### src/rtl/contador_8bits.sv
// 8-bit up/down counter driven by divider tick edges, with load, wrap/saturate and terminal pulse.
// Build option: define CONTADOR_BCD_EN for two-digit BCD counting (00..99); RESET_VAL must then be valid BCD.
module contador_8bits #(
    parameter logic [7:0] RESET_VAL = 8'h00
) (
    input  logic       iClk,
    input  logic       iReset,
    input  logic       iEnable,
    input  logic       iUp,
    input  logic       iWrap,
    input  logic       iLoad,
    input  logic [7:0] ivLoadVal,
    input  logic [1:0] ivRateSel,
    input  logic       iClkDiv2,
    input  logic       iClkDiv4,
    input  logic       iClkDiv8,
    input  logic       iClkDiv16,
    output logic [7:0] ovCount,
    output logic       oTerminal,
    output logic       oRunning
);

    typedef enum logic [1:0] {
        STOP = 2'd0,
        RUN  = 2'd1,
        DONE = 2'd2
    } state_t;

    state_t     state;
    logic [3:0] divVec;
    logic [3:0] divHist;
    logic [3:0] divEdge;
    logic       tick;

    // Each divider input keeps its own history so switching ivRateSel cannot fabricate an edge.
    assign divVec  = {iClkDiv16, iClkDiv8, iClkDiv4, iClkDiv2};
    assign divEdge = divVec & ~divHist;
    assign tick    = divEdge[ivRateSel];

    logic [7:0] maxVal;
    logic [7:0] incVal;
    logic [7:0] decVal;
    logic [7:0] loadVal;
    logic       atMax;
    logic       atMin;

`ifdef CONTADOR_BCD_EN
    always_comb begin
        maxVal  = 8'h99;
        incVal  = ovCount;
        decVal  = ovCount;
        loadVal = ivLoadVal;
        if (ovCount[3:0] >= 4'd9) begin
            incVal = {ovCount[7:4] + 4'd1, 4'd0};
        end else begin
            incVal = {ovCount[7:4], ovCount[3:0] + 4'd1};
        end
        if (ovCount[3:0] == 4'd0) begin
            decVal = {ovCount[7:4] - 4'd1, 4'd9};
        end else begin
            decVal = {ovCount[7:4], ovCount[3:0] - 4'd1};
        end
        // Out-of-range digits are clamped so the count always stays valid BCD.
        if (ivLoadVal[7:4] > 4'd9) loadVal[7:4] = 4'd9;
        if (ivLoadVal[3:0] > 4'd9) loadVal[3:0] = 4'd9;
    end
`else
    always_comb begin
        maxVal  = 8'hFF;
        incVal  = ovCount + 8'd1;
        decVal  = ovCount - 8'd1;
        loadVal = ivLoadVal;
    end
`endif

    assign atMax = (ovCount == maxVal);
    assign atMin = (ovCount == 8'h00);

    // Priority: reset, then load, then tick. Counting needs RUN and iEnable both high.
    always_ff @(posedge iClk) begin
        if (iReset) begin
            state     <= STOP;
            ovCount   <= RESET_VAL;
            oTerminal <= 1'b0;
            oRunning  <= 1'b0;
            divHist   <= 4'b0000;
        end else begin
            divHist   <= divVec;
            oTerminal <= 1'b0;
            if (iLoad) begin
                ovCount  <= loadVal;
                state    <= iEnable ? RUN : STOP;
                oRunning <= iEnable;
            end else begin
                case (state)
                    STOP: begin
                        if (iEnable) begin
                            state    <= RUN;
                            oRunning <= 1'b1;
                        end
                    end
                    RUN: begin
                        if (!iEnable) begin
                            state    <= STOP;
                            oRunning <= 1'b0;
                        end else if (tick) begin
                            if (iUp) begin
                                if (!atMax) begin
                                    ovCount <= incVal;
                                end else begin
                                    oTerminal <= 1'b1;
                                    if (iWrap) begin
                                        ovCount <= 8'h00;
                                    end else begin
                                        state    <= DONE;
                                        oRunning <= 1'b0;
                                    end
                                end
                            end else begin
                                if (!atMin) begin
                                    ovCount <= decVal;
                                end else begin
                                    oTerminal <= 1'b1;
                                    if (iWrap) begin
                                        ovCount <= maxVal;
                                    end else begin
                                        state    <= DONE;
                                        oRunning <= 1'b0;
                                    end
                                end
                            end
                        end
                    end
                    DONE: begin
                        oRunning <= 1'b0;
                    end
                    default: begin
                        state    <= STOP;
                        oRunning <= 1'b0;
                    end
                endcase
            end
        end
    end

endmodule

### config.mk
export PLATFORM = sky130hd
export DESIGN_NAME = contador_8bits
export DESIGN_NICKNAME = d
export VERILOG_FILES = /design/src/rtl/contador_8bits.sv
export SDC_FILE = /design/constraint.sdc
export NUM_CORES = 1
export LEC_CHECK = 0
export ABC_AREA = 1
export CAP_MARGIN = 20
export CORE_UTILIZATION = 50
export CTS_CLUSTER_DIAMETER = 60
export CTS_CLUSTER_SIZE = 20
export DETAILED_ROUTE_END_ITERATION = 16
export PLACE_DENSITY = 0.78
export SKIP_LAST_GASP = 1
export SYNTH_ARGS = -nofsm -noshare
export SYNTH_HDL_FRONTEND = slang
export SYNTH_SLANG_ARGS = --single-unit
### constraint.sdc
create_clock -name iClk -period 2.8 [get_ports iClk]
set_input_delay 0.56 -clock iClk [delete_from_list [all_inputs] [get_ports iClk]]
set_output_delay 0.56 -clock iClk [all_outputs]
set_load 0.03 [all_outputs]
==> impl_metrics.env, run 1 <==
export IMPL_crit_path_max_incr_delay_ns=0.74
export IMPL_drt_iter0_markers=48
export IMPL_cap_violations=0
export IMPL_clock_path_buffers=2
export IMPL_path_cells="clkdlybuf4s50_1"
export IMPL_min_path_cells=2
export IMPL_power_switching_w=0.000274
export IMPL_netlist_top_cells_area="dfxtp_1 23%, nand3_1 12%, nand2_1 12%"
export IMPL_max_freq_mhz=468
export IMPL_grt_use_met1_pct=36.4
export IMPL_synth_avg_cell_area_um2=6.08
export IMPL_internal_power_w=0.000436
export IMPL_num_vias=1523
export IMPL_grt_overflow=0
export IMPL_synth_top_family_by_area="simple AND/OR/NAND/NOR gates"
export IMPL_globalRouteTotalUtil_pct=26.8
export IMPL_finClkSkew_ns=0.0158
export IMPL_synth_top_cells_by_count="44 x nand2_1, 34 x nand3_1, 33 x inv_1, 32 x nor2_1, 16 x dfxtp_1"
export IMPL_hold_violations=0
export IMPL_yosysWarnings=0
export IMPL_core_mm2=0.00257
export IMPL_timing_rr_end="ovCount[2]$_SDFFE_PP0P_"
export IMPL_worst_slew_pin_slew_ns=0.460
export IMPL_layout_drive_gt1_share_pct=11.9
export IMPL_reg2reg_depth=10
export IMPL_syn_instance_count=231
export IMPL_synth_fp_nets=254
export IMPL_finalSetupTns_ns=0
export IMPL_drt_first_pass_iters=4
export IMPL_holdCritPathClass="register to register"
export IMPL_antenna_found_initial=0
export IMPL_p_leak_nw=0.837
export IMPL_grt_pass1_wl_mm=5.86
export IMPL_p_comb_share_pct=38.3
export IMPL_drv_slew=0
export IMPL_clk_latency_ns=0.31
export IMPL_worst_hold_slack_ns=0.534
export IMPL_critPathLaunchType="register"
export IMPL_rsz0062_at_grt="false"
export IMPL_areaGrowthSynthToFinish_pct=24.4
export IMPL_min_period_ns=2.14
export IMPL_n_fill_cell=259
export IMPL_synth_most_common_cell="nand2_1"
export IMPL_worstHoldStart="state[0]$_SDFFE_PP0P_"
export IMPL_hpwlAfterDp_mm=2.70
export IMPL_synth_xor_area_share_pct=0.623
export IMPL_cts_setup_buffers=0
export IMPL_post_cts_resized=0
export IMPL_synth_fa_ha_area_share_pct=2.67
export IMPL_cts_sinks=16
export IMPL_ys_flop_type="dfxtp_1"
export IMPL_maxSlewHeadroom_pct=69.3
export IMPL_layout_nets=284
export IMPL_switching_share_pct=38.5
export IMPL_num_antenna_cells=0
export IMPL_worst_r2r_startpoint="ovCount[0]$_SDFFE_PP0P_"
export IMPL_die_y_um=55.0
export IMPL_cts_root_buf="clkbuf_4"
export IMPL_ys_ff_latch=16
export IMPL_synth_area_leader_cell="dfxtp_1"
export IMPL_synth_area_mux_share_pct=0
export IMPL_status="completed"
export IMPL_viasPerCell=5.25
export IMPL_wl_per_cell_um=12.0
export IMPL_ff2ff_setup_slack_ns=1.09
export IMPL_worstSetupPathDepth=1
export IMPL_whs_endpoint="state[0]$_SDFFE_PP0P_"
export IMPL_crit_arrival_ns=1.58
export IMPL_worstPathMaxFanout=9
export IMPL_startpoint="ovCount[5]$_SDFFE_PP0P_"
export IMPL_clk_pin_slew_worst_paths_ns=0.12
export IMPL_synth_compound_area_share_pct=9.97
export IMPL_p_per_area_mw_per_mm2=406
export IMPL_synth_simple_area_share_pct=50.4
export IMPL_detail_route_wirelength_mm=3.48
export IMPL_finalPower_w=0.000710
export IMPL_grtUsageMet3_pct=2.46
export IMPL_busiest_layer="met2"
export IMPL_gp_congestion=0.941
export IMPL_port_buffer_count=29
export IMPL_cts_max_level=1
export IMPL_netlist_cell_type_count=35
export IMPL_rows=18
export IMPL_worst_setup_path_type="register to output port"
export IMPL_vdd_drop_max_mv=0.282
export IMPL_initial_core_util_pct=54.7
export IMPL_dieArea_mm2=0.00303
export IMPL_synth_edf_count=0
export IMPL_period_share_pct=76.4
export IMPL_critPathTopFamily="buffers and inverters"
export IMPL_cts_tree="done"
export IMPL_ios=30
export IMPL_setup_viol=0
export IMPL_dieWidth_um=55.0
export IMPL_synth_seq_area_share_pct=22.8
export IMPL_worstSetupEndpointType="output port"
export IMPL_crit_buf_inv=1
export IMPL_pwr_share_clk_pct=23.6
export IMPL_seqPwrFrac_pct=38.0
export IMPL_use_met2_pct=44.4
export IMPL_holdBufCountCts=0
export IMPL_numCtsBuffers=3
export IMPL_syn_area_mm2=0.00141
export IMPL_cp_slowest_cell="clkdlybuf4s50_1"
export IMPL_drc=0
export IMPL_cp_required_ns=2.24
export IMPL_synth_top_area_share_pct=22.8
export IMPL_ys_async_sr_fraction_pct=0
export IMPL_grt_max_degree=19
export IMPL_first_global_vias=1364
export IMPL_route_antenna_remaining_nets=0
flip-flops by register name (all words and copies together), names as in the netlist:
| signal | count |
|---|---|
| divHist | 4 |
| ovCount | 8 |
| oRunning | 1 |
| state | 2 |
| oTerminal | 1 |
per-stage QoR:
step | cells | utilization (%) | cell area [um2] | worst slack, ns
after floorplan | 231 | - | 1410 | 1.13
after global placement | 286 | 66.7 | 1710 | 0.752
after detailed placement | 286 | 66.7 | 1710 | 0.742
after CTS | 290 | 68.1 | 1750 | 0.670
after global routing | 290 | 68.1 | 1750 | 0.598
final | 290 | 68.1 | 1750 | 0.661
power by group through the flow:
stage	clock [W]	combinational [W]	sequential (W)
final	0.000168	0.000272	0.000270
after global routing	0.000180	0.000306	0.000273
after CTS	0.000171	0.000272	0.000269
after detailed placement	0	0.000271	0.000274
after global placement	0	0.000270	0.000275
after floorplan	0	0.000170	0.000289
logic make-up after synthesis:
family          after synthesis
xor+xnor                      1
fa+ha+maj                     3
buf+inv                      46
flops                        16
compound gates               26
simple gates                139
worst max path at each step:
| stage | to | slack (ns) |
|---|---|---|
| detailed placement | ovCount[6]$_SDFFE_PP0P_ | 0.74 |
| floorplan | ovCount[7]$_SDFFE_PP0P_ | 1.13 |
| global route | ovCount[5] | 0.60 |
| CTS | ovCount[5] | 0.67 |
| global placement | ovCount[6]$_SDFFE_PP0P_ | 0.75 |
| finish | ovCount[5] | 0.66 |
cells in the final DEF, fill, tap and decap left out, drive strengths merged:
| master | Yosys | routed |
|---|---|---|
| a21o | 1 | 1 |
| a21oi | 10 | 10 |
| a31oi | 1 | 1 |
| buf | 5 | 2 |
| clkbuf | 1 | 4 |
| clkdlybuf4s50 | 0 | 29 |
| clkinv | 1 | 1 |
| dfxtp | 16 | 16 |
| ha | 3 | 3 |
| inv | 39 | 39 |
| nand2 | 51 | 51 |
| nand3 | 37 | 37 |
| nand3b | 1 | 1 |
| nand4 | 6 | 6 |
| nor2 | 37 | 37 |
| nor2b | 1 | 1 |
| nor3 | 2 | 2 |
| nor4 | 1 | 1 |
| o211ai | 1 | 1 |
| o21ai | 12 | 12 |
| o41ai | 1 | 1 |
| or2 | 3 | 3 |
| xnor2 | 1 | 1 |
area by class of cell:
cell class | instances | area (um2) | share of cell area (%)
inverters | 40 | 154 | 8.80
well taps | 30 | 37.5 | 2.15
clock buffers | 4 | 36.3 | 2.08
repair buffers | 31 | 305 | 17.5
flip-flops and latches | 16 | 320 | 18.3
multi-input cells | 169 | 895 | 51.2
worst min-delay path: cells and delay by family (launching register included):
| kind | cells | cell delay, ns |
|---|---|---|
| flip-flops | 1 | 0.35 |
| AND/OR/NAND/NOR | 2 | 0.16 |
layer usage:
metal	wire length [um]	part of all wire (%)
met3	209	6.0
met4	13	0.37
met1	1720	49
met2	1540	44
met5	0	0
Note: power is estimated with default switching activity, not from simulation.
==> run 2: changes to the inputs <==
CORE_UTILIZATION = 46   (was 50)
PLACE_DENSITY = 0.75   (was 0.78)
clock period = 1.7 ns   (was 2.8 ns; I/O delays follow)
==> run 2 against run 1 <==
The run now ends with design-rule violations left. Register-to-register slack lost 0.96 ns. Utilization is 2.3 points lower. Clock-buffer cell count unchanged. First-iteration DRC count grew to 2.8 times the previous value. Power up 68%. Sequential power grew 62%. Critical path type unchanged. Sequential cell count stayed put. Sequential share of layout area fell by 0.99 points. Clock power grew 54%.
==> impl_metrics.env, run 2 (synthesized netlist as in run 1, its figures left out) <==
export IMPL_worstPathMaxFanout=2
export IMPL_worst_setup_path_type="register to output port"
export IMPL_dieArea_mm2=0.00328
export IMPL_first_global_vias=1533
export IMPL_die_y_um=57.3
export IMPL_port_buffer_count=29
export IMPL_setup_viol=0
export IMPL_top_regs="ovCount (8), divHist (4), state (2)"
export IMPL_worstSetupEndpointType="output port"
export IMPL_regMostFlops="ovCount"
export IMPL_drv_slew=0
export IMPL_worst_hold_slack_ns=0.524
export IMPL_cts_max_level=1
export IMPL_cp_slowest_cell="clkdlybuf4s50_1"
export IMPL_drt_first_pass_iters=10
export IMPL_max_freq_mhz=611
export IMPL_cts_setup_buffers=0
export IMPL_period_share_pct=96.3
export IMPL_num_antenna_cells=0
export IMPL_drc=2
export IMPL_cp_required_ns=1.36
export IMPL_cts_tree="done"
export IMPL_clk_pin_slew_worst_paths_ns=0.10
export IMPL_gp_congestion=0.904
export IMPL_path_cells="clkdlybuf4s50_1"
export IMPL_holdCritPathClass="register to register"
export IMPL_p_leak_nw=0.933
export IMPL_finalPower_w=0.00119
export IMPL_finClkSkew_ns=0.00379
export IMPL_crit_path_max_incr_delay_ns=0.67
export IMPL_min_period_ns=1.64
export IMPL_cts_root_buf="clkbuf_4"
export IMPL_num_vias=1617
export IMPL_finalSetupTns_ns=0
export IMPL_layout_drive_gt1_share_pct=18.2
export IMPL_hold_violations=0
export IMPL_mostFrequentLayoutCells="44 x nand2_1, 34 x nand3_1, 32 x inv_1, 31 x nor2_1, 21 x clkdlybuf4s50_1"
export IMPL_largest_register_ffs=8
export IMPL_maxSlewHeadroom_pct=77.3
export IMPL_initial_core_util_pct=49.7
export IMPL_drt_iter0_markers=132
export IMPL_cap_violations=0
export IMPL_wl_per_cell_um=12.5
export IMPL_hpwlAfterDp_mm=2.96
export IMPL_crit_arrival_ns=1.30
export IMPL_clk_latency_ns=0.29
export IMPL_detail_route_wirelength_mm=3.80
export IMPL_dieWidth_um=57.3
export IMPL_status="finished, violations left"
export IMPL_crit_buf_inv=1
export IMPL_clock_path_buffers=2
export IMPL_layout_nets=298
export IMPL_worst_slew_pin_slew_ns=0.340
export IMPL_grt_overflow=0
export IMPL_final_common_cell="nand2_1"
export IMPL_violations="design-rule violations"
export IMPL_areaGrowthSynthToFinish_pct=32.5
export IMPL_critPathLaunchType="register"
export IMPL_rows=19
export IMPL_n_fill_cell=257
export IMPL_grt_max_degree=13
export IMPL_rsz0062_at_grt="false"
export IMPL_numCtsBuffers=3
export IMPL_ios=30
export IMPL_route_antenna_remaining_nets=0
export IMPL_globalRouteTotalUtil_pct=25.6
export IMPL_core_mm2=0.00283
export IMPL_grt_pass1_wl_mm=6.57
export IMPL_p_per_area_mw_per_mm2=640
export IMPL_vdd_drop_max_mv=0.435
export IMPL_critPathTopFamily="buffers and inverters"
export IMPL_cts_sinks=16
export IMPL_antenna_found_initial=0
export IMPL_viasPerCell=5.30
==> run 2: where the power goes <==
part           total [W]  internal, W  switching, W
Clock           0.000259     0.000130      0.000129
Combinational   0.000495     0.000204      0.000291
Sequential      0.000438     0.000404     0.0000340
Total            0.00119     0.000739      0.000453
==> run 2: routing by layer <==
metal  up-vias  wire length [um]  GRT usage [%]
li1        828                 -              -
met1       716              1730           31.7
met2        63              1850           45.4
met3        10               152           3.17
met4         0                62           9.06
met5         -                 0              0
==> run 2: worst min-delay path, stage by stage (launching register included) <==
cell and delay [ns]:
dfxtp_1 0.34, nor2_1 0.10, nor2_1 0.05
==> run 2: area by class of cell <==
cell class              count  area [um2]  area share [%]
multi-input cells         169         910            48.9
well taps                  31        38.8            2.08
inverters                  40         154            8.27
flip-flops and latches     16         323            17.3
repair buffers             45         400            21.5
clock buffers               4        36.3            1.95
==> run 2: worst paths after layout <==
| path | endpoint | cells after the start | start | slack [ns] |
|---|---|---|---|---|
| worst min register to register | state[0]$_SDFFE_PP0P_ | 2 | state[0]$_SDFFE_PP0P_ | 0.52 |
| worst min-delay path | state[0]$_SDFFE_PP0P_ | 2 | state[0]$_SDFFE_PP0P_ | 0.52 |
| worst max register to register | ovCount[6]$_SDFFE_PP0P_ | 11 | ovCount[6]$_SDFFE_PP0P_ | 0.13 |
| worst max-delay path | oRunning | 1 | oRunning$_SDFFE_PP0P_ | 0.06 |
==> run 2: stage by stage <==
step	std cells	worst slack, ns	utilization, %	cell area [um2]
6_report	305	0.0626	65.8	1860
5_1_grt	305	0.0101	65.8	1860
4_1_cts	305	0.0449	65.2	1840
3_5_place_dp	301	-0.115	64.3	1820
3_3_place_gp	301	-0.0526	64.3	1820
2_1_floorplan	231	0.0263	-	1410
==> run 2: repair_timing <==
action,4_1_cts,5_1_grt
hold buffers,0,0
setup endpoints to repair,8,10
gates resized for setup,8,6
==> run 3: changes to the inputs <==
GPL_TIMING_DRIVEN = 0   (was unset)
TNS_END_PERCENT = 50   (was unset)
==> run 3 against run 2 <==
The run still ends with design-rule violations left. Cell count is 3.9% lower. Utilization is 3.3 points lower. Critical path depth stayed put. Clock skew is 0.0076 ns higher. Clock power is 21% lower. Die area stayed put. Sequential share of layout area is 0.92 points higher. Worst setup slack worse by 0.032 ns. Sequential power hardly changed.
==> impl_metrics.env, run 3 (synthesized netlist as in run 1, its figures left out) <==
export IMPL_clk_latency_ns=0.29
export IMPL_cp_required_ns=1.36
export IMPL_clock_path_buffers=2
export IMPL_cts_tree="done"
export IMPL_ios=30
export IMPL_grt_max_degree=11
export IMPL_detail_route_wirelength_mm=3.37
export IMPL_worstPathMaxFanout=2
export IMPL_cts_setup_buffers=0
export IMPL_drc=2
export IMPL_status="finished, violations left"
export IMPL_antenna_found_initial=0
export IMPL_grt_pass1_wl_mm=5.90
export IMPL_dieWidth_um=57.3
export IMPL_regMostFlops="ovCount"
export IMPL_cts_root_buf="clkbuf_4"
export IMPL_rows=19
export IMPL_period_share_pct=98.2
export IMPL_gp_congestion=0.870
export IMPL_cp_slowest_cell="clkdlybuf4s50_1"
export IMPL_mostFrequentLayoutCells="43 x nand2_1, 34 x nand3_1, 33 x inv_1, 32 x nor2_1, 22 x clkdlybuf4s50_1"
export IMPL_numCtsBuffers=3
export IMPL_highest_layer="met4"
export IMPL_crit_arrival_ns=1.33
export IMPL_layoutNonFillerInstCount=293
export IMPL_holdCritPathClass="register to register"
export IMPL_drt_first_pass_iters=10
export IMPL_clk_pin_slew_worst_paths_ns=0.10
export IMPL_initial_core_util_pct=49.7
export IMPL_seqCellArea_um2=323
export IMPL_worst_setup_path_type="register to output port"
export IMPL_p_leak_nw=0.894
export IMPL_met3WireLength_um=113
export IMPL_num_vias=1517
export IMPL_dr_wl_met2_mm=1.64
export IMPL_finClkSkew_ns=0.0114
export IMPL_dieArea_mm2=0.00328
export IMPL_cap_violations=0
export IMPL_critPathTopFamily="buffers and inverters"
export IMPL_vdd_drop_max_mv=0.417
export IMPL_cts_sinks=16
export IMPL_holdBufCountCts=0
export IMPL_worstSetupEndpointType="output port"
export IMPL_crit_path_max_incr_delay_ns=0.67
export IMPL_crit_buf_inv=1
export IMPL_setup_viol=0
export IMPL_areaGrowthSynthToFinish_pct=25.8
export IMPL_critPathLaunchType="register"
export IMPL_min_period_ns=1.67
export IMPL_top_regs="ovCount (8), divHist (4), state (2)"
export IMPL_max_freq_mhz=599
export IMPL_port_buffer_count=28
export IMPL_route_antenna_remaining_nets=0
export IMPL_rsz0062_at_grt="true"
export IMPL_die_y_um=57.3
export IMPL_wl_per_cell_um=11.5
export IMPL_worst_hold_slack_ns=0.529
export IMPL_worst_slew_pin_slew_ns=0.493
export IMPL_violations="design-rule violations"
export IMPL_cts_max_level=1
export IMPL_p_per_area_mw_per_mm2=623
export IMPL_drt_iter0_markers=64
export IMPL_layout_drive_gt1_share_pct=13.7
export IMPL_viasPerCell=5.18
export IMPL_grt_overflow=0
export IMPL_dpl_cell_count=290
export IMPL_maxSlewHeadroom_pct=67.1
export IMPL_core_mm2=0.00283
export IMPL_multiInputGateArea_um2=910
export IMPL_drv_slew=0
export IMPL_largest_register_ffs=8
export IMPL_globalRouteTotalUtil_pct=22.8
export IMPL_final_common_cell="nand2_1"
export IMPL_hpwlAfterDp_mm=2.63
export IMPL_num_antenna_cells=0
export IMPL_n_fill_cell=274
export IMPL_first_global_vias=1392
export IMPL_layout_nets=287
export IMPL_wl_met1_mm=1.59
export IMPL_hold_violations=0
export IMPL_postLayoutCoreUtil_pct=62.5
export IMPL_path_cells="clkdlybuf4s50_1"
==> run 3: per-layer routing <==
layer / global-route usage [%] / vias to the layer above
li1: - / 803
met2: 38.5 / 33
met3: 2.72 / 4
met5: 0 / -
met4: 9.76 / 0
met1: 29.4 / 677
==> run 3: path summary, 6_finish.rpt <==
check	end	depth (start not counted)	slack, ns	startpoint
worst max register to register	ovCount[2]$_SDFFE_PP0P_	11	0.10	ovCount[1]$_SDFFE_PP0P_
worst min-delay path	state[0]$_SDFFE_PP0P_	2	0.53	state[0]$_SDFFE_PP0P_
worst max-delay path	ovCount[5]	1	0.03	ovCount[5]$_SDFFE_PP0P_
worst min register to register	state[0]$_SDFFE_PP0P_	2	0.53	state[0]$_SDFFE_PP0P_
==> run 3: through the flow <==
| stage | instance area, um2 | setup slack [ns] | power, W | TNS, ns |
|---|---|---|---|---|
| 6_report | 1770 | 0.0306 | 0.00110 | 0 |
| 4_1_cts | 1740 | -0.0827 | 0.00111 | -0.213 |
| 3_3_place_gp | 1720 | -0.126 | 0.000901 | -0.742 |
| 3_5_place_dp | 1720 | -0.145 | 0.000903 | -0.905 |
| 2_1_floorplan | 1410 | 0.0263 | 0.000757 | 0 |
| 5_1_grt | 1770 | -0.00900 | 0.00119 | -0.0159 |
==> run 3: what timing repair did <==
action	CTS	global route
endpoints found under the setup margin	6	12
pin swaps	0	2
resized for setup	3	8
==> run 3: final cells by class <==
type                            instances  share of cell area, %
Multi-Input combinational cell        169                   51.5
Sequential cell                        16                   18.3
Timing Repair Buffer                   28                   16.1
Inverter                               40                   8.70
Tap cell                               31                   2.19
Buffer                                  6                   2.05
Clock buffer                            3                   1.27
==> run 3: power by group <==
group,total [W],leakage (nW),internal [W],switching (W)
combinational,0.000463,0.747,0.000188,0.000275
clock,0.000204,0.0138,0.0000824,0.000122
sequential,0.000435,0.133,0.000404,0.0000314
total,0.00110,0.894,0.000674,0.000428
==> variant 1, RTL diff (config.mk and constraints of run 3) <==
Re-encode `state_t` (3 states) as one-hot, 3 bits wide.
--- a/src/rtl/contador_8bits.sv
+++ b/src/rtl/contador_8bits.sv
@@ -22,6 +22,6 @@
 
-    typedef enum logic [1:0] {
-        STOP = 2'd0,
-        RUN  = 2'd1,
-        DONE = 2'd2
+    typedef enum logic [2:0] {
+        STOP = 3'b001,
+        RUN  = 3'b010,
+        DONE = 3'b100
     } state_t;
Formal check against the unedited RTL: same outputs for any inputs over 10 cycles, from zero or initial values and one cycle with iReset high; not proved beyond that.
==> variant 1 against run 3 <==
Synthesized area rose by 4.7%. Setup slack got worse by 0.029 ns. Power grew 6.9%. Synthesized cell count is 8.2% higher. Sequential cell count rose by 1. Via count up 7.1%. Final area rose by 7.7%. Clock skew is 0.0052 ns lower. Routed wire length increased by 9.5%.
==> variant 1: results (changes against run 3) <==
| Metric | Value |
|---|---|
| Synthesized Nets | `273 (+7.5%)` |
| First-pass iteration count of the detailed router | `4 (-6)` |
| Relative slew slack | `65.3% (-1.8 points)` |
| Crit-path max FO | `6 (+4)` |
| Crit path DAT | `1.36 ns (+0.03 ns)` |
| Dominant cells by area after synthesis | `dfxtp_1 (23%), nand2_1 (15%), nand3_1 (12%)` |
| Total Routed Length | `3690 um (+9.5%)` |
| Hold_sp | `iLoad` |
| Post-synthesis sequential area ratio | `23.1% (+0.33 points)` |
| Vias | `1624 (+7.1%)` |
| YS warnings | `0 (unchanged)` |
| Pre-CTS setup slack | `-0.348 ns (-0.203 ns)` |
| Vias in the first global route | `1451 (+4.2%)` |
| Synth top cells by count | `nand2_1 (57), nand3_1 (36), nor2_1 (36)` |
| RD Place Congestion | `0.862 (-0.97%)` |
| Hpwl dp | `2790 um (+6.1%)` |
| Gr usage total | `23.4% (+0.57 points)` |
| P_leak | `0.000950 uW (+6.3%)` |
| Top flop regs | `ovCount (8), divHist (4), state (3)` |
| Netlist cell types | `30 (-14%)` |
| CP max stage cell | `clkdlybuf4s50_1` |
| Worst min path class | `in2reg` |
| Fill cell count | `312 (+14%)` |
| Synth Flop Type | `dfxtp_1` |
| Drt initial violations | `96 (+50%)` |
| Worst-Skew Late Latency | `0.29 ns (about the same)` |
| Final net count | `310 (+8.0%)` |
| FFs w/ async S/R, synth | `0% (unchanged)` |
| Status | `completed` |
| Peak VDD IR | `0.371 mV (-11%)` |
| Layout cells sized above 1 | `17.8% (+4.1 points)` |
| First-pass GRT wire length | `6090 um (+3.2%)` |
| CP startpoint | `ovCount[0]` |
| CP max stage delay | `0.67 ns (about the same)` |
| Skew final | `0.00624 ns (-0.00516 ns)` |
| CTS Buf Count | `3 (unchanged)` |
-- variant 1: path summary, 6_finish.rpt --
check	end	slack, ns	cells past startpoint
worst max register to register	ovCount[4]	0.06	12
worst min register to register	oRunning	0.48	2
worst min-delay path	ovCount[1]	0.47	5
worst max-delay path	ovCount[0]	0.002	1
-- variant 1: worst reg2reg max path, delay by kind of cell, from the launching register on --
kind	cells	cell delay [ns]
flip-flops	1	0.38
adder cells (fa/ha/maj)	1	0.19
buffers and inverters	3	0.30
AND/OR/NAND/NOR	8	0.68
-- variant 1: metal layers --
metal | vias up | track usage [%] | routed length, um
met5 | - | 0 | 0
met1 | 719 | 29.8 | 1660
met2 | 49 | 40.1 | 1790
met4 | 0 | 8.84 | 34
met3 | 6 | 3.30 | 208
li1 | 850 | - | -
-- variant 1: metrics by stage --
| stage | hold WS, ns | TNS [ns] | area [um2] | std cells | utilization [%] |
|---|---|---|---|---|---|
| 3_5_place_dp | 0.472 | -3.01 | 1810 | 322 | 59.3 |
| 4_1_cts | 0.469 | -0.0422 | 1850 | 328 | 60.7 |
| 3_3_place_gp | 0.477 | -2.87 | 1810 | 322 | 59.3 |
| 6_report | 0.471 | 0 | 1900 | 330 | 62.4 |
| 2_1_floorplan | 0.447 | 0 | 1470 | 250 | - |
| 5_1_grt | 0.495 | -0.131 | 1900 | 330 | 62.4 |
-- variant 1: timing repair --
item,4_1_cts,5_1_grt
gates resized for setup,3,14
pin swaps,1,4
setup endpoints to repair,10,16
hold buffers,0,0
setup buffers,2,2
-- variant 1: where the power goes --
part	total, uW	switching [uW]	internal [uW]
logic	500	289	211
clock network	223	132	91.3
registers	455	25.4	430
total	1180	446	732
-- variant 1: layout make-up --
class | instances | area, um2 | area share [%]
Buffer | 9 | 72.6 | 3.81
Tap cell | 44 | 55.1 | 2.89
Sequential cell | 17 | 348 | 18.3
Clock buffer | 4 | 26.3 | 1.38
Inverter | 42 | 163 | 8.54
Timing Repair Buffer | 32 | 314 | 16.5
Multi-Input combinational cell | 182 | 926 | 48.6
-- variant 1: cell families after synthesis --
logic type	share of synthesized area, %
compound gates	7.57
xor+xnor	1.19
fa+ha+maj	2.55
buf+inv	15.8
flops	23.1
simple gates	49.7
==> variant 2, RTL diff (config.mk and constraints of run 3) <==
Made on the original files. The option `CONTADOR_BCD_EN` is turned on by a define.
--- a/src/rtl/contador_8bits.sv
+++ b/src/rtl/contador_8bits.sv
@@ -2,2 +2,4 @@
 // Build option: define CONTADOR_BCD_EN for two-digit BCD counting (00..99); RESET_VAL must then be valid BCD.
+`define CONTADOR_BCD_EN
+
 module contador_8bits #(
Function: changed (a bounded check fails within 4 cycles, from zero or initial values and one cycle with iReset high).
==> variant 2 against run 3 <==
The flow still finishes with violations (design-rule violations). Setup slack worse by 0.030 ns. Power increased by 23%. Register-to-register slack gained 0.03 ns. Via count fell by 6.2%. Sequential cell count did not move. Final area rose by 0.85%. Synthesized area decreased by 2.0%. Routed wire length shrank 11%. Clock power grew 26%. Cell count did not move. Critical path type unchanged. Largest cell class unchanged. Largest power group unchanged. Highest routed layer unchanged.
==> variant 2: results (changes against run 3) <==
| Metric | Value |
|---|---|
| Total Routed Length | `3010 um (-11%)` |
| Vias in the first global route | `1322 (-5.0%)` |
| Crit path max-delay family | `buffers and inverters` |
| Root Driver | `clkbuf_4` |
| Routing usage on met3 | `4.61% (+1.9 points)` |
| # DRC | `2 (unchanged)` |
| Number of diodes | `0 (unchanged)` |
| Clk pin slew, worst setup/hold paths | `0.10 ns (about the same)` |
| CP max stage cell | `clkdlybuf4s50_1` |
| Post-CTS setup buffers | `0 (unchanged)` |
| Vias per cell | `4.86 (-6.2%)` |
| Synthesized Nets | `255 (+0.39%)` |
| Clock Path Buffers | `2 (unchanged)` |
| CTS Buf Count | `3 (unchanged)` |
| Layout cells sized above 1 | `16.0% (+2.3 points)` |
| Gr usage total | `20.7% (-2.1 points)` |
| Worst-Skew Late Latency | `0.29 ns (about the same)` |
| Netlist cell types | `26 (-26%)` |
| Met1 usage | `25.7% (-3.7 points)` |
| Met2 routed WL | `1430 um (-13%)` |
| Port bufs | `29 (+3.6%)` |
| Drt initial violations | `72 (+13%)` |
| GR Util met2 | `36.6% (-1.9 points)` |
| Failing checks | `design-rule violations` |
| Dominant cells by area after synthesis | `dfxtp_1 (23%), nand2_1 (13%), nor2_1 (13%)` |
| Crit path DAT | `1.36 ns (+0.03 ns)` |
| YS warnings | `0 (unchanged)` |
| Post-Synthesis Cells | `229 (-0.87%)` |
| RD Place Congestion | `0.826 (-5.1%)` |
| First-pass iteration count of the detailed router | `10 (unchanged)` |
| Status | `complete, but fails checks` |
| Relative slew slack | `73.4% (+6.3 points)` |
| Met3 wire length | `98 um (-13%)` |
| FFs w/ async S/R, synth | `0% (unchanged)` |
| Antenna violations before repair | `0 (unchanged)` |
| Skew final | `0.00526 ns (-0.00615 ns)` |
| Hpwl dp | `2340 um (-11%)` |
| Post-synthesis sequential area ratio | `23.3% (+0.46 points)` |
| Final net count | `289 (+0.70%)` |
| # H-tree levels | `1 (unchanged)` |
| Cell Count, Final, Fillers Out | `293 (unchanged)` |
| CP max stage delay | `between 0.6 and 0.7 ns` |
| Switching Power | `549 uW (+28%)` |
| Pin count of the biggest net entering global routing | `11 (unchanged)` |
| Synth top cells by count | `nand2_1 (49), nor2_1 (46), inv_1 (35)` |
| P_leak | `0.000918 uW (+2.7%)` |
| Top flop regs | `ovCount (8), divHist (4), state (2)` |
| Worst min path class | `in2reg` |
| Peak VDD IR | `0.472 mV (+13%)` |
| Crit-path max FO | `5 (+3)` |
| Max Used Layer | `met4` |
| Met1 WL | `1460 um (-7.9%)` |
| First-pass GRT wire length | `5310 um (-9.9%)` |
variant 2: power groups by stage:
stage / Clock (uW) / Combinational (uW) / Sequential (uW)
2_1_floorplan: 0 / 379 / 524
3_5_place_dp: 0 / 607 / 478
5_1_grt: 288 / 701 / 478
4_1_cts: 269 / 606 / 469
3_3_place_gp: 0 / 604 / 477
6_report: 257 / 623 / 470
variant 2: cell type report:
class                   count  area (um2)
inverters                  39         146
multi-input cells         171         907
fillers                   275        1020
flip-flops and latches     16         330
well taps                  31        38.8
plain buffers               3        28.8
clock buffers               4        36.3
repair buffers             29         295
variant 2: final timing paths:
path	startpoint	to	slack, ns	cells after the start
worst max register to register	ovCount[4]	state[0]	0.13	11
worst min register to register	state[0]	state[0]	0.51	2
worst min-delay path	iUp	oTerminal	0.41	2
worst max-delay path	ovCount[1]	ovCount[1]	0.0004	1
variant 2: what timing repair did:
| action | CTS | global route |
|---|---|---|
| setup endpoints to repair | 5 | 16 |
| gates resized for setup | 2 | 13 |
| endpoints found under the hold margin | 0 | 0 |
| pin swaps | 0 | 2 |
variant 2: cell families (layout without fill, tap and decap cells):
logic type / Yosys count / after routing / synth area share [%]
compound gates: 23 / 23 / 9.36
xor+xnor: 4 / 4 / 2.54
fa+ha+maj: 6 / 6 / 5.45
buf+inv: 42 / 75 / 12.7
flops: 16 / 16 / 23.3
simple gates: 138 / 138 / 46.7
variant 2: per-stage QoR:
stage,instance area (um2),setup WS [ns]
global route,1780,-0.0503
global placement,1710,-0.177
CTS,1750,-0.111
detailed placement,1710,-0.199
finish,1780,0.000385
floorplan,1380,0.0893
